--- config.mk ---
export PLATFORM = sky130hd
export DESIGN_NAME = ex_mem_pipe_stage
export DESIGN_NICKNAME = d
export VERILOG_FILES = /design/src/rtl/ex_mem_pipe_stage.sv
export SDC_FILE = /design/constraint.sdc
export NUM_CORES = 1
export LEC_CHECK = 0
export BUFFER_PORTS_ARGS = -buffer_cell sky130_fd_sc_hd__buf_2
export CORE_ASPECT_RATIO = 1.75
export CORE_MARGIN = 2
export CORE_UTILIZATION = 45
export DETAILED_ROUTE_END_ITERATION = 10
export GPL_TIMING_DRIVEN = 0
export PLACE_DENSITY_LB_ADDON = 0.15
export REMOVE_ABC_BUFFERS = 1
export SLEW_MARGIN = 10
export SYNTH_ARGS = -nofsm -noshare
export SYNTH_HDL_FRONTEND = slang
export SYNTH_SLANG_ARGS = --single-unit
--- constraint.sdc ---
create_clock -name clk -period 1.6 [get_ports clk]
set_input_delay 0.32 -clock clk [delete_from_list [all_inputs] [get_ports clk]]
set_output_delay 0.32 -clock clk [all_outputs]
set_load 0.005 [all_outputs]
--- src/rtl/ex_mem_pipe_stage.sv ---
// EX/MEM pipeline stage: main register plus one skid entry carrying ctrl, ALU result, store data, rd and zero flag.
// Latency: 1 cycle from accept to out_valid; sustains 1 entry/cycle while out_ready stays high.
// Backpressure: in_ready is a register (~skid valid) and never depends combinationally on out_ready.
// Optional: define EX_MEM_PIPE_STAGE_PERF_CNT_EN to add saturating stall_cycles/bubble_cycles counters.
module ex_mem_pipe_stage #(
    parameter int XLEN   = 32,
    parameter int RD_W   = 5,
    parameter int CTRL_W = 4,
    parameter int CNT_W  = 16
) (
    input  logic              clk,
    input  logic              reset,
    input  logic              flush,
    input  logic              in_valid,
    output logic              in_ready,
    input  logic [CTRL_W-1:0] in_ctrl,
    input  logic [XLEN-1:0]   in_alu_result,
    input  logic [XLEN-1:0]   in_rs2_data,
    input  logic [RD_W-1:0]   in_rd,
    input  logic              in_zero,
    output logic              out_valid,
    input  logic              out_ready,
    output logic [CTRL_W-1:0] out_ctrl,
    output logic [XLEN-1:0]   out_alu_result,
    output logic [XLEN-1:0]   out_rs2_data,
    output logic [RD_W-1:0]   out_rd,
    output logic              out_zero
`ifdef EX_MEM_PIPE_STAGE_PERF_CNT_EN
    ,
    output logic [CNT_W-1:0]  stall_cycles,
    output logic [CNT_W-1:0]  bubble_cycles
`endif
);

    // CNT_W only sizes the optional counters, but must be sane in every build.
    if (CNT_W < 1) begin : g_bad_cnt_w
        $error("CNT_W must be at least 1");
    end

    typedef struct packed {
        logic [CTRL_W-1:0] ctrl;
        logic [XLEN-1:0]   alu;
        logic [XLEN-1:0]   rs2;
        logic [RD_W-1:0]   rd;
        logic              zero;
    } pay_t;

    pay_t main_q, main_d;
    pay_t skid_q, skid_d;
    pay_t in_pay;
    logic main_vld_q, main_vld_d;
    logic skid_vld_q, skid_vld_d;
    logic in_ready_q, in_ready_d;
    logic accept;
    logic drain;

    assign in_pay = '{ctrl: in_ctrl, alu: in_alu_result, rs2: in_rs2_data,
                      rd: in_rd, zero: in_zero};

    assign accept = in_valid & in_ready_q;
    assign drain  = main_vld_q & out_ready;

    // Next-state: skid refills main first to keep FIFO order; payloads hold when not loaded.
    always_comb begin
        main_vld_d = main_vld_q;
        main_d     = main_q;
        skid_vld_d = skid_vld_q;
        skid_d     = skid_q;
        if (flush) begin
            main_vld_d = 1'b0;
            skid_vld_d = 1'b0;
        end else if (!main_vld_q || drain) begin
            if (skid_vld_q) begin
                main_vld_d = 1'b1;
                main_d     = skid_q;
                skid_vld_d = accept;
                if (accept) begin
                    skid_d = in_pay;
                end
            end else begin
                main_vld_d = accept;
                if (accept) begin
                    main_d = in_pay;
                end
            end
        end else if (accept) begin
            skid_vld_d = 1'b1;
            skid_d     = in_pay;
        end
        in_ready_d = ~skid_vld_d;
    end

    // State registers; reset clears both entries and reopens the input.
    always_ff @(posedge clk) begin
        if (reset) begin
            main_vld_q <= 1'b0;
            skid_vld_q <= 1'b0;
            main_q     <= '0;
            skid_q     <= '0;
            in_ready_q <= 1'b1;
        end else begin
            main_vld_q <= main_vld_d;
            skid_vld_q <= skid_vld_d;
            main_q     <= main_d;
            skid_q     <= skid_d;
            in_ready_q <= in_ready_d;
        end
    end

    assign in_ready       = in_ready_q;
    assign out_valid      = main_vld_q;
    // Bubbles must never leak a stale reg_write/mem_write downstream.
    assign out_ctrl       = main_q.ctrl & {CTRL_W{main_vld_q}};
    assign out_alu_result = main_q.alu;
    assign out_rs2_data   = main_q.rs2;
    assign out_rd         = main_q.rd;
    assign out_zero       = main_q.zero;

`ifdef EX_MEM_PIPE_STAGE_PERF_CNT_EN
    logic [CNT_W-1:0] stall_q;
    logic [CNT_W-1:0] bubble_q;

    // Saturating stall/bubble counters; flush does not touch them.
    always_ff @(posedge clk) begin
        if (reset) begin
            stall_q  <= '0;
            bubble_q <= '0;
        end else begin
            if (main_vld_q && !out_ready && (stall_q != '1)) begin
                stall_q <= stall_q + 1'b1;
            end
            if (!main_vld_q && (bubble_q != '1)) begin
                bubble_q <= bubble_q + 1'b1;
            end
        end
    end

    assign stall_cycles  = stall_q;
    assign bubble_cycles = bubble_q;
`endif

endmodule

==> impl_metrics.yaml <==
die:
  rows: 63
  initial_core_util_pct: 45.9
  design.die.area_sq_um: 18300
  die_w_um: 103
  die_h_um: 178
  core_sq_um: 16900
  io_pins: 155
clock_tree:
  cts-root-buf: "clkbuf_16"
  cts_hold_buf: 0
  cts.clk_slew.worst_paths_ns: 0.07
  cts.sinks: 151
  htree_num_levels: 4
  numCtsBuffers: 17
  clock_tree.buffer_depth: 2
  cts_tree: "built"
  insertion_delay_ns: 0.43
power_and_ir_drop:
  switching_share_pct: 24.9
  switchingPower_mw: 2.38
  pwr-share-clk_pct: 44.5
  comb_power_share_pct: 13.6
  seqPwrFrac_pct: 41.9
  peakVddDrop_mv: 0.569
  fin_total_pwr_mw: 9.55
  internal_power_mw: 7.17
  cellPowerDensity_nw_per_um2: 932
  p_leak_nw: 3.83
routing:
  routed_via_density: 5.34
  via_count: 6198
  wl_per_cell_um: 19.8
  wirelength_um: 23000
  drt_iter0_drc: 226
  drc: 0
  postRouteAntennaNets: 0
  first_pass_iters: 5
run_status:
  violations: "setup timing"
  outcome: "finished, violations left"
setup_path:
  r2r_start: "skid_vld_q"
  critical_path.max_fanout: 6
  cp.required_ns: 1.94
  timing.rr.end: "main_q[72]"
  crit_start: "skid_vld_q"
  cp_data_arrival_time_ns: 2.01
  r2r_cells: 6
  path_class: "flip-flop to flip-flop"
  reg2reg_setup_slack_ns: -0.07
  cp-end-kind: "flip-flop"
  startpoint_type: "flip-flop"
timing:
  hold_ws_ns: 0.154
  skew_ns: 0.0122
  min_period_over_period_pct: 104
  worstMarginPinSlew_ns: 0.839
  maxSlewHeadroom_pct: 44.1
  min_period_ns: 1.67
  drv_slew: 0
  setup_viol: 44
  finalHoldViolations: 0
  fmax_mhz: 600
  rsz0062_at_grt: "true"
  fin_ws_ns: -0.0653
grt:
  grt_pass1_wl_um: 33400
  grtUsageTotal_pct: 24.0
  overflow: 0
  grt_pass1_vias: 6296
  grt_max_degree: 114
  antenna_found_initial: 1
placement:
  place_area_sq_um: 8370
  gp_congestion: 0.711
  io_buffer_count: 154
  dpl.hpwl_um: 12200
  place_ws_ns: -0.937
worst_hold_path:
  worstHoldPathCells: 3
  hold_class: "input pin to flip-flop"
  holdPathEnd: "skid_q[38]"
  hold_start: "in_alu_result[0]"
yosys:
  ys.flop_type: "dfxtp_1"
  synth_seq_area_share_pct: 39.0
  async_flop_share_pct: 0
  synth_top_area_share_pct: 39.0
  ys.warnings.count: 0
  syn_inst: 827
  yosysTopAreaCell: "dfxtp_1"
  yosys_register_bits: 151
  synth-edff-count: 0
  synth_area_leaders: "dfxtp_1 39%, nand2b_1 12%, mux2_2 11%"
  synth_common_cells: "151 x dfxtp_1, 149 x nand2b_1, 75 x a211oi_1, 75 x buf_4, 75 x inv_1"
  yosysMostFrequentCell: "dfxtp_1"
  syn-cell-area_sq_um: 7750
  avgSynthCellArea_sq_um: 9.37
  synth_cell_types: 20
finish:
  area.growth.synth_to_final_pct: 32.2
  nets: 998
  final_cell_area_sq_um: 10200
  fin_util_pct: 60.7
  drive_above_1_share_pct: 45.1
  fillerInstances: 1459
run:
  maxCapViolCount: 0
sequential cells by signal, indices dropped and copies added, names as in the netlist:
name            cells
out_rd              5
skid_q             74
main_q              4
skid_vld_q          1
in_ready            1
out_zero            1
out_rs2_data       32
out_alu_result     32
out_valid           1
stage by stage:
step	setup TNS, ns	cells
after floorplan	-985.29	686
after CTS	-0.837	1149
final	-1.02	1160
after detailed placement	-89.29	1083
after global placement	-1714.90	1067
after global routing	-3.26	1160
per-layer routing:
metal	wire length, um	part of all wire (%)	track usage [%]
met1	9040	39	27.4
met2	12600	55	42.6
met3	865	3.8	4.73
met4	442	1.9	10.0
met5	0	0	0
worst max-delay path, stage by stage, from the launching register on:
cell,delay (ns)
dfxtp_4,0.38
buf_6,0.12
a21oi_4,0.04
clkbuf_16,0.16
or3_4,0.47
clkbuf_16,0.21
a211oi_2,0.19
cell usage in the layout, fill, tap and decap left out, types with 2 or more instances in the layout:
cell type	n
a211oi_1	9
a211oi_2	64
a211oi_4	2
and2_1	5
buf_12	10
buf_16	13
buf_2	152
buf_4	15
buf_6	8
buf_8	3
bufinv_16	4
clkbuf_1	3
clkbuf_16	25
clkinv_2	2
clkinv_4	3
clkinvlp_4	3
dfxtp_1	148
dfxtp_4	2
inv_1	75
mux2_2	74
mux2i_1	73
nand2_1	2
nand2b_1	148
nor2b_4	2
nor4_1	45
nor4_2	28
or3_4	4
power groups by stage:
stage / combinational (mW) / sequential, mW / clock, mW
final: 1.30 / 4.00 / 4.25
after global routing: 1.40 / 4.01 / 4.44
after CTS: 1.11 / 3.99 / 4.31
after detailed placement: 0.983 / 4.08 / 0
after global placement: 0.914 / 4.08 / 0
after floorplan: 0.465 / 4.08 / 0
repair_timing:
item / CTS / global route
gates resized for setup: 23 / 112
hold endpoints to repair: 0 / 0
pin swaps: 5 / 58
buffers inserted: 26 / 3
cloned: 11 / 9
setup endpoints to repair: 149 / 111
logic make-up (layout without fill, tap and decap cells):
group / count (synthesis) / in the layout / synth area share [%]
simple gates: 234 / 238 / 18.8
buf+inv: 216 / 317 / 14.4
flops: 151 / 151 / 39.0
mux: 148 / 148 / 20.3
compound gates: 78 / 78 / 7.49
other cells: 0 / 1 / 0
how the worst max path moves through the flow:
stage | endpoint | cells past startpoint
final | main_q[72] | 6
after detailed placement | skid_q[12] | 7
after floorplan | skid_q[0] | 3
after global placement | skid_q[58] | 3
after CTS | out_rs2_data[24] | 6
after global routing | main_q[72] | 6
cell type report:
cell class                 instances  area [sq um]  area share (%)
multi-input combinational        464          4230            41.3
sequential                       151          3030            29.6
timing repair buffer             210          1800            17.6
clock buffer                      20           437            4.26
tap                              227           284            2.77
inverter                          75           282            2.75
clock inverter                    12           179            1.75
antenna                            1          2.50          0.0244
Power figures use the tool's default switching activity.
